**src/rtl/pwm_capture.sv**
```systemverilog
// pwm_capture: measures an asynchronous PWM / divided-clock input against
// clk_50MHz. Reports the rise-to-rise period and rise-to-fall high time in
// clock cycles, pulses meas_valid once per completed period, and raises a
// sticky timeout when no complete period arrives within 2^CNT_W-1 cycles.
//
// Ports:
//   clk_50MHz   in   system clock
//   reset       in   asynchronous active-high reset
//   pwm_in      in   asynchronous input under measurement
//   period_out  out  last period, clk cycles (rise to rise)
//   high_out    out  last high time, clk cycles (rise to fall)
//   meas_valid  out  one-cycle strobe when period_out/high_out update
//   timeout     out  sticky, cleared by the next meas_valid or reset
module pwm_capture #(
    parameter int CNT_W       = 16,
    parameter int SYNC_STAGES = 2
) (
    input  logic             clk_50MHz,
    input  logic             reset,
    input  logic             pwm_in,
    output logic [CNT_W-1:0] period_out,
    output logic [CNT_W-1:0] high_out,
    output logic             meas_valid,
    output logic             timeout
);

    localparam logic [CNT_W-1:0] CNT_MAX = '1;
    localparam logic [CNT_W-1:0] CNT_ONE = CNT_W'(1);

    typedef enum logic [1:0] {IDLE, HIGH, LOW} state_t;

    logic [SYNC_STAGES-1:0] sync;
    logic                   s, s_d, rise, fall;
    state_t                 state;
    logic [CNT_W-1:0]       period_cnt, high_cnt;

    // Rise and fall are both taken from the same s/s_d pair, so the
    // synchronizer latency cancels out of every measured count.
    always_ff @(posedge clk_50MHz or posedge reset) begin
        if (reset) begin
            sync <= '0;
            s_d  <= 1'b0;
        end else begin
            sync <= {sync[SYNC_STAGES-2:0], pwm_in};
            s_d  <= sync[SYNC_STAGES-1];
        end
    end

    assign s    = sync[SYNC_STAGES-1];
    assign rise = s & ~s_d;
    assign fall = ~s & s_d;

    always_ff @(posedge clk_50MHz or posedge reset) begin
        if (reset) begin
            state      <= IDLE;
            period_cnt <= '0;
            high_cnt   <= '0;
            period_out <= '0;
            high_out   <= '0;
            meas_valid <= 1'b0;
            timeout    <= 1'b0;
        end else begin
            meas_valid <= 1'b0;
            case (state)
                IDLE: begin
                    // First rise only arms the measurement; no report yet.
                    if (rise) begin
                        period_cnt <= CNT_ONE;
                        high_cnt   <= CNT_ONE;
                        state      <= HIGH;
                    end else begin
                        period_cnt <= '0;
                        high_cnt   <= '0;
                    end
                end
                HIGH: begin
                    // A rise cannot occur while s is high, so saturation
                    // here always means the input stuck high.
                    if (period_cnt == CNT_MAX) begin
                        timeout    <= 1'b1;
                        period_cnt <= '0;
                        high_cnt   <= '0;
                        state      <= IDLE;
                    end else if (fall) begin
                        period_cnt <= period_cnt + CNT_ONE;
                        state      <= LOW;
                    end else begin
                        period_cnt <= period_cnt + CNT_ONE;
                        high_cnt   <= high_cnt + CNT_ONE;
                    end
                end
                LOW: begin
                    // Rise is checked before saturation: a period of
                    // exactly CNT_MAX cycles is still a valid capture.
                    if (rise) begin
                        period_out <= period_cnt;
                        high_out   <= high_cnt;
                        meas_valid <= 1'b1;
                        timeout    <= 1'b0;
                        period_cnt <= CNT_ONE;
                        high_cnt   <= CNT_ONE;
                        state      <= HIGH;
                    end else if (period_cnt == CNT_MAX) begin
                        timeout    <= 1'b1;
                        period_cnt <= '0;
                        high_cnt   <= '0;
                        state      <= IDLE;
                    end else begin
                        period_cnt <= period_cnt + CNT_ONE;
                    end
                end
                default: begin
                    period_cnt <= '0;
                    high_cnt   <= '0;
                    state      <= IDLE;
                end
            endcase
        end
    end

endmodule

```
**config.mk**
```make
export PLATFORM = sky130hd
export DESIGN_NAME = pwm_capture
export DESIGN_NICKNAME = d
export VERILOG_FILES = /design/src/rtl/pwm_capture.sv
export SDC_FILE = /design/constraint.sdc
export NUM_CORES = 1
export LEC_CHECK = 0
export ABC_AREA = 1
export CAP_MARGIN = 15
export CORE_ASPECT_RATIO = 0.8
export CORE_MARGIN = 2
export CORE_UTILIZATION = 43
export CTS_CLUSTER_DIAMETER = 120
export DETAILED_ROUTE_END_ITERATION = 10
export GPL_ROUTABILITY_DRIVEN = 1
export HOLD_SLACK_MARGIN = 0.02
export SLEW_MARGIN = 20
export SYNTH_ARGS = -nofsm -noshare
export SYNTH_HDL_FRONTEND = slang
export SYNTH_SLANG_ARGS = --single-unit
export TNS_END_PERCENT = 30
```
**constraint.sdc**
```tcl
create_clock -name clk_50MHz -period 6.7 [get_ports clk_50MHz]
set_clock_uncertainty 0.1 [all_clocks]
set_input_delay 2.01 -clock clk_50MHz [delete_from_list [all_inputs] [get_ports clk_50MHz]]
set_output_delay 2.01 -clock clk_50MHz [all_outputs]
set_load 0.02 [all_outputs]
```
======== Yosys cells after proc, flatten, opt, wreduce, memory -nomap -nowiden ========
Index checks and enable logic that the tools add are counted.
storage, ports and cells
  RAM bits ................................ 0
  memory bits (read-only) ................. 0
  memories ................................ 0
  register bits after elaboration ......... 71
  bits in latches ......................... 0
  word-level logic and storage cells ...... 47
cells by class
  $add $sub $neg .......................... 2
  multipliers ............................. 0
  divide/modulo/power cells ............... 0
  equal/unequal tests ..................... 7
  shift operators ......................... 0
  $lt $le $gt $ge ......................... 0
  multiplexer cells ....................... 20
  bitwise gates (word level) .............. 4
  reduce and logical (&&, ||, !) cells .... 5
operators by type and width
  operator                 number
  $mux W16                 6
  $pmux W16 S3             2
  $add A16 B1 Y16 const B  2
  $eq A16 B16 Y1 const B   1
  $mux W2                  5
  $ne A3 B3 Y1 const B     3
  $pmux W2 S3              1
  $mux W1                  5
  $reduce_and A2 Y1        2
  $reduce_and A3 Y1        1
  $and A1 B1 Y1            2
  $eq A2 B1 Y1 const B     1
  $eq A2 B2 Y1 const B     1
  $logic_not A2 Y1         1
  $ne A2 B2 Y1 const B     1
  $not A1 Y1               2
  $pmux W1 S2              1
  $reduce_bool A2 Y1       1

======== Logic depth before layout (Yosys ltp) ========
  depth after elaboration ................. 5
  depth in mapped cells ................... 11
  mapped depth without buffers ............ 11

======== Worst setup path after synthesis ========
OpenSTA, ideal clock, no wires.
  kind .................................... flip-flop to output port
  start ................................... register high_out[0]
  end ..................................... output port high_out[0]
  data required time ...................... 4590 ps
  cell stages (with the launch flop) ...... 1
  data arrival time ....................... 425 ps
  slack ................................... 4165 ps
  cells stage by stage .................... dfrtp_1
RTL lines
  what                      RTL line  source
  start: declaration        22        output logic [CNT_W-1:0] high_out,
  start signal: assignment  97        high_out <= high_cnt;
No word-level cell between the ends.

======== Worst setup path after layout ========
  start ................................... register high_out[2]
  end ..................................... output port high_out[2]
No word-level cell between the ends.

==> impl_results.md <==
- Hold-fix buffers, CTS: 0
- Post-Syn Nets: 423
- Worst setup EP type: output pin
- Worst setup margin: ~3.2 ns
- Die span in x: 104 um
- Setup repair after global routing missed its margin: no
- Critical-path maximum fanout: 2
- Row count: 29
- Post-place setup slack: between 3 and 4 ns
- WS Path Type: reg2out
- Avg Cell Area, Syn: 8.38 um2
- Delay of the slowest critical-path stage: a little over 0.6 ns
- Hold Slack: between 0.2 and 0.3 ns
- Syn Inst Count: between 400 and 500
- Antenna Nets Post-Route: 0
- R2r setup slk: ~4.2 ns
- Status: finished clean
- Synthesis Warnings: 0
- IO Count: 37
- DR iter-0 viols: around 140
- Leak: 1.92 nW
- Cell Chain, Critical Path: clkdlybuf4s50_1
- Post-CTS setup buffers: 0
- Slew at the pin closest to its max-slew limit: about 0.9 ns
- Syn Std Cell Area: between 3000 and 4000 um2
- Crit path DAT: ~1.4 ns
- Vias in the first global route: roughly 2,500
- Crit path to: high_out[2]
- Routed len/inst: about 12 um
- First-pass GRT wire length: 12.3 mm
- Crit path from: high_out[2]
- Setup Viol. Count Final: 0
- Critical Path RT: around 4.6 ns
- Tmin final: 3.48 ns
- Layout overhead on the synthesized area: 19.4%
- Worst skew pair latency: between 0.3 and 0.4 ns
- Max_slew headroom: just over 40%
- Antenna violations before repair: 0
- Startpoint types: flop
- Hold Crit Class: reg2reg
- Total Wirelength: 6.92 mm
- R2R depth: 6
- Worst vdd ir: 0.165 mV
- Routability congestion estimate: around 0.85
- Layout cells sized above 1: between 10% and 20%
- Initial core utilization: approximately 44%
- TritonCTS clock tree: built
- Final layout net count: between 400 and 500
- First-pass detailed-route iteration total: 4
- Full die area: roughly 9000 um2
- Power per Cell Area: 281 nW/um2
- Yosys reg bits: slightly above 70
- Via count: about 2,600
- Total congestion overflow: 0
- Levels on crit path: 1
- Crit-path leading delay family: buffers and inverters
- Post_cts resized: 0
- Slowest CP cell: clkdlybuf4s50_1
- Longest Clk Path Bufs: 2
- Clk sink count: slightly above 70
- Fin crit share: 51.9%
- Final hold vios: 0
- Final Max Slew Viols: 0
- Via density: 4.66
- Synth cell types: 28
- PortBufs: 36
- Largest net degree at the start of global routing: 72
- H-tree Lvls: 3
- Num CTS Buffers: 9
- DP Wirelength: 4.73 mm
- Buf+Inv Stages, Crit Path: 1
- Seq/Total Area, Yosys: 51.2%
- FF-to-FF End: period_out[0]
- Setup_tns: 0 ns
- CTS Root Cell: clkbuf_8
- Clock Pin Slew Worst Setup and Hold Paths: ~0.09 ns
- Core area: slightly below 8000 um2
- Fmax: ~290 MHz
- R2R Path Start: state[0]
- Die Y: 84.3 um
- DRC viols: 0
- Max cap viols: 0
- Total track usage: between 15 and 20%
- Antenna Cells: 0
## routing by layer
metal  track usage, %  up-vias  share of wire, %  wire length, um
li1                 -     1354                 -                -
met1             25.8     1199                52             3630
met2             25.0       56                41             2850
met3             5.75        8               5.2              358
met4             4.79        0               1.1               74
met5                0        -                 0                0
## power breakdown
part	leakage, nW	internal, mW	switching [mW]
logic	0.819	0.0770	0.178
clock network	0.126	0.252	0.176
registers	0.976	0.457	0.0235
total	1.92	0.787	0.377
## synth_stat cells
| cell | number | area [um2] |
|---|---|---|
| a21oi_1 | 2 | 10.0 |
| a22oi_1 | 1 | 7.51 |
| buf_12 | 1 | 20.0 |
| buf_2 | 2 | 10.0 |
| buf_6 | 2 | 22.5 |
| clkbuf_1 | 8 | 30.0 |
| dfrtp_1 | 71 | 1780 |
| ha_1 | 6 | 75.1 |
| inv_1 | 42 | 158 |
| inv_2 | 3 | 11.3 |
| nand2_1 | 133 | 499 |
| nand2_2 | 2 | 12.5 |
| nand2_4 | 4 | 45.0 |
| nand3_1 | 23 | 115 |
| nand3_2 | 1 | 10.0 |
| nand3_4 | 1 | 17.5 |
| nand4_1 | 2 | 12.5 |
| nor2_1 | 29 | 109 |
| nor2_2 | 10 | 62.6 |
| nor2_4 | 6 | 67.6 |
| nor3_1 | 10 | 50.1 |
| o211ai_1 | 1 | 7.51 |
| o21ai_0 | 28 | 140 |
| o21ai_1 | 7 | 35.0 |
| o21ai_2 | 4 | 35.0 |
| o22ai_1 | 1 | 6.26 |
| xnor2_1 | 1 | 8.76 |
| xor2_1 | 13 | 114 |
## cell usage in the layout, fill, tap and decap left out, types with 6 or more instances in the layout
cell and n:
nand2_1 133, nor2_2 10, clkbuf_8 9, dfrtp_1 71, nor3_1 10, o21ai_1 7, o21ai_0 28, clkdlybuf4s50_1 36
nor2_1 29, nor2_4 6, nand3_1 23, inv_1 41, xor2_1 13, ha_1 6
## registers in the layout, summed over array words and instances, names as in the netlist
register    flops
s_d             1
period_out     16
timeout         1
high_out       16
sync            2
high_cnt       16
state           2
meas_valid      1
period_cnt     16
## worst min-delay path by stage
stage                     depth (start not counted)     from      end
after floorplan                                   0  sync[0]  sync[1]
after global placement                            0  sync[0]  sync[1]
after detailed placement                          0  sync[0]  sync[1]
after CTS                                         0  sync[0]  sync[1]
after global routing                              0  sync[0]  sync[1]
final                                             0  sync[0]  sync[1]
## through the flow
stage               power (mW)  utilization [%]  std cells  cell area [um2]
floorplan                0.700                -        414             3470
global placement         0.742             49.4        546             3890
detailed placement       0.745             49.4        546             3890
CTS                       1.18             52.6        562             4140
global route              1.23             52.6        562             4140
finish                    1.16             52.6        562             4140
## kinds of logic after synthesis
| group | share of synthesized area (%) |
|---|---|
| AND/OR/NAND/NOR | 28.9 |
| flip-flops | 51.2 |
| buffers and inverters | 7.25 |
| adder cells (fa/ha/maj) | 2.16 |
| XOR/XNOR | 3.54 |
| AO/OA/AOI/OAI | 6.96 |
## cell type report
class | instances | area, um2
inverter | 45 | 169
fill | 763 | 3730
clock buffer | 9 | 124
timing repair buffer | 37 | 368
tap | 108 | 135
multi-input combinational | 285 | 1440
sequential | 71 | 1780
clock inverter | 7 | 128
Note: power is estimated with default switching activity, not from simulation.
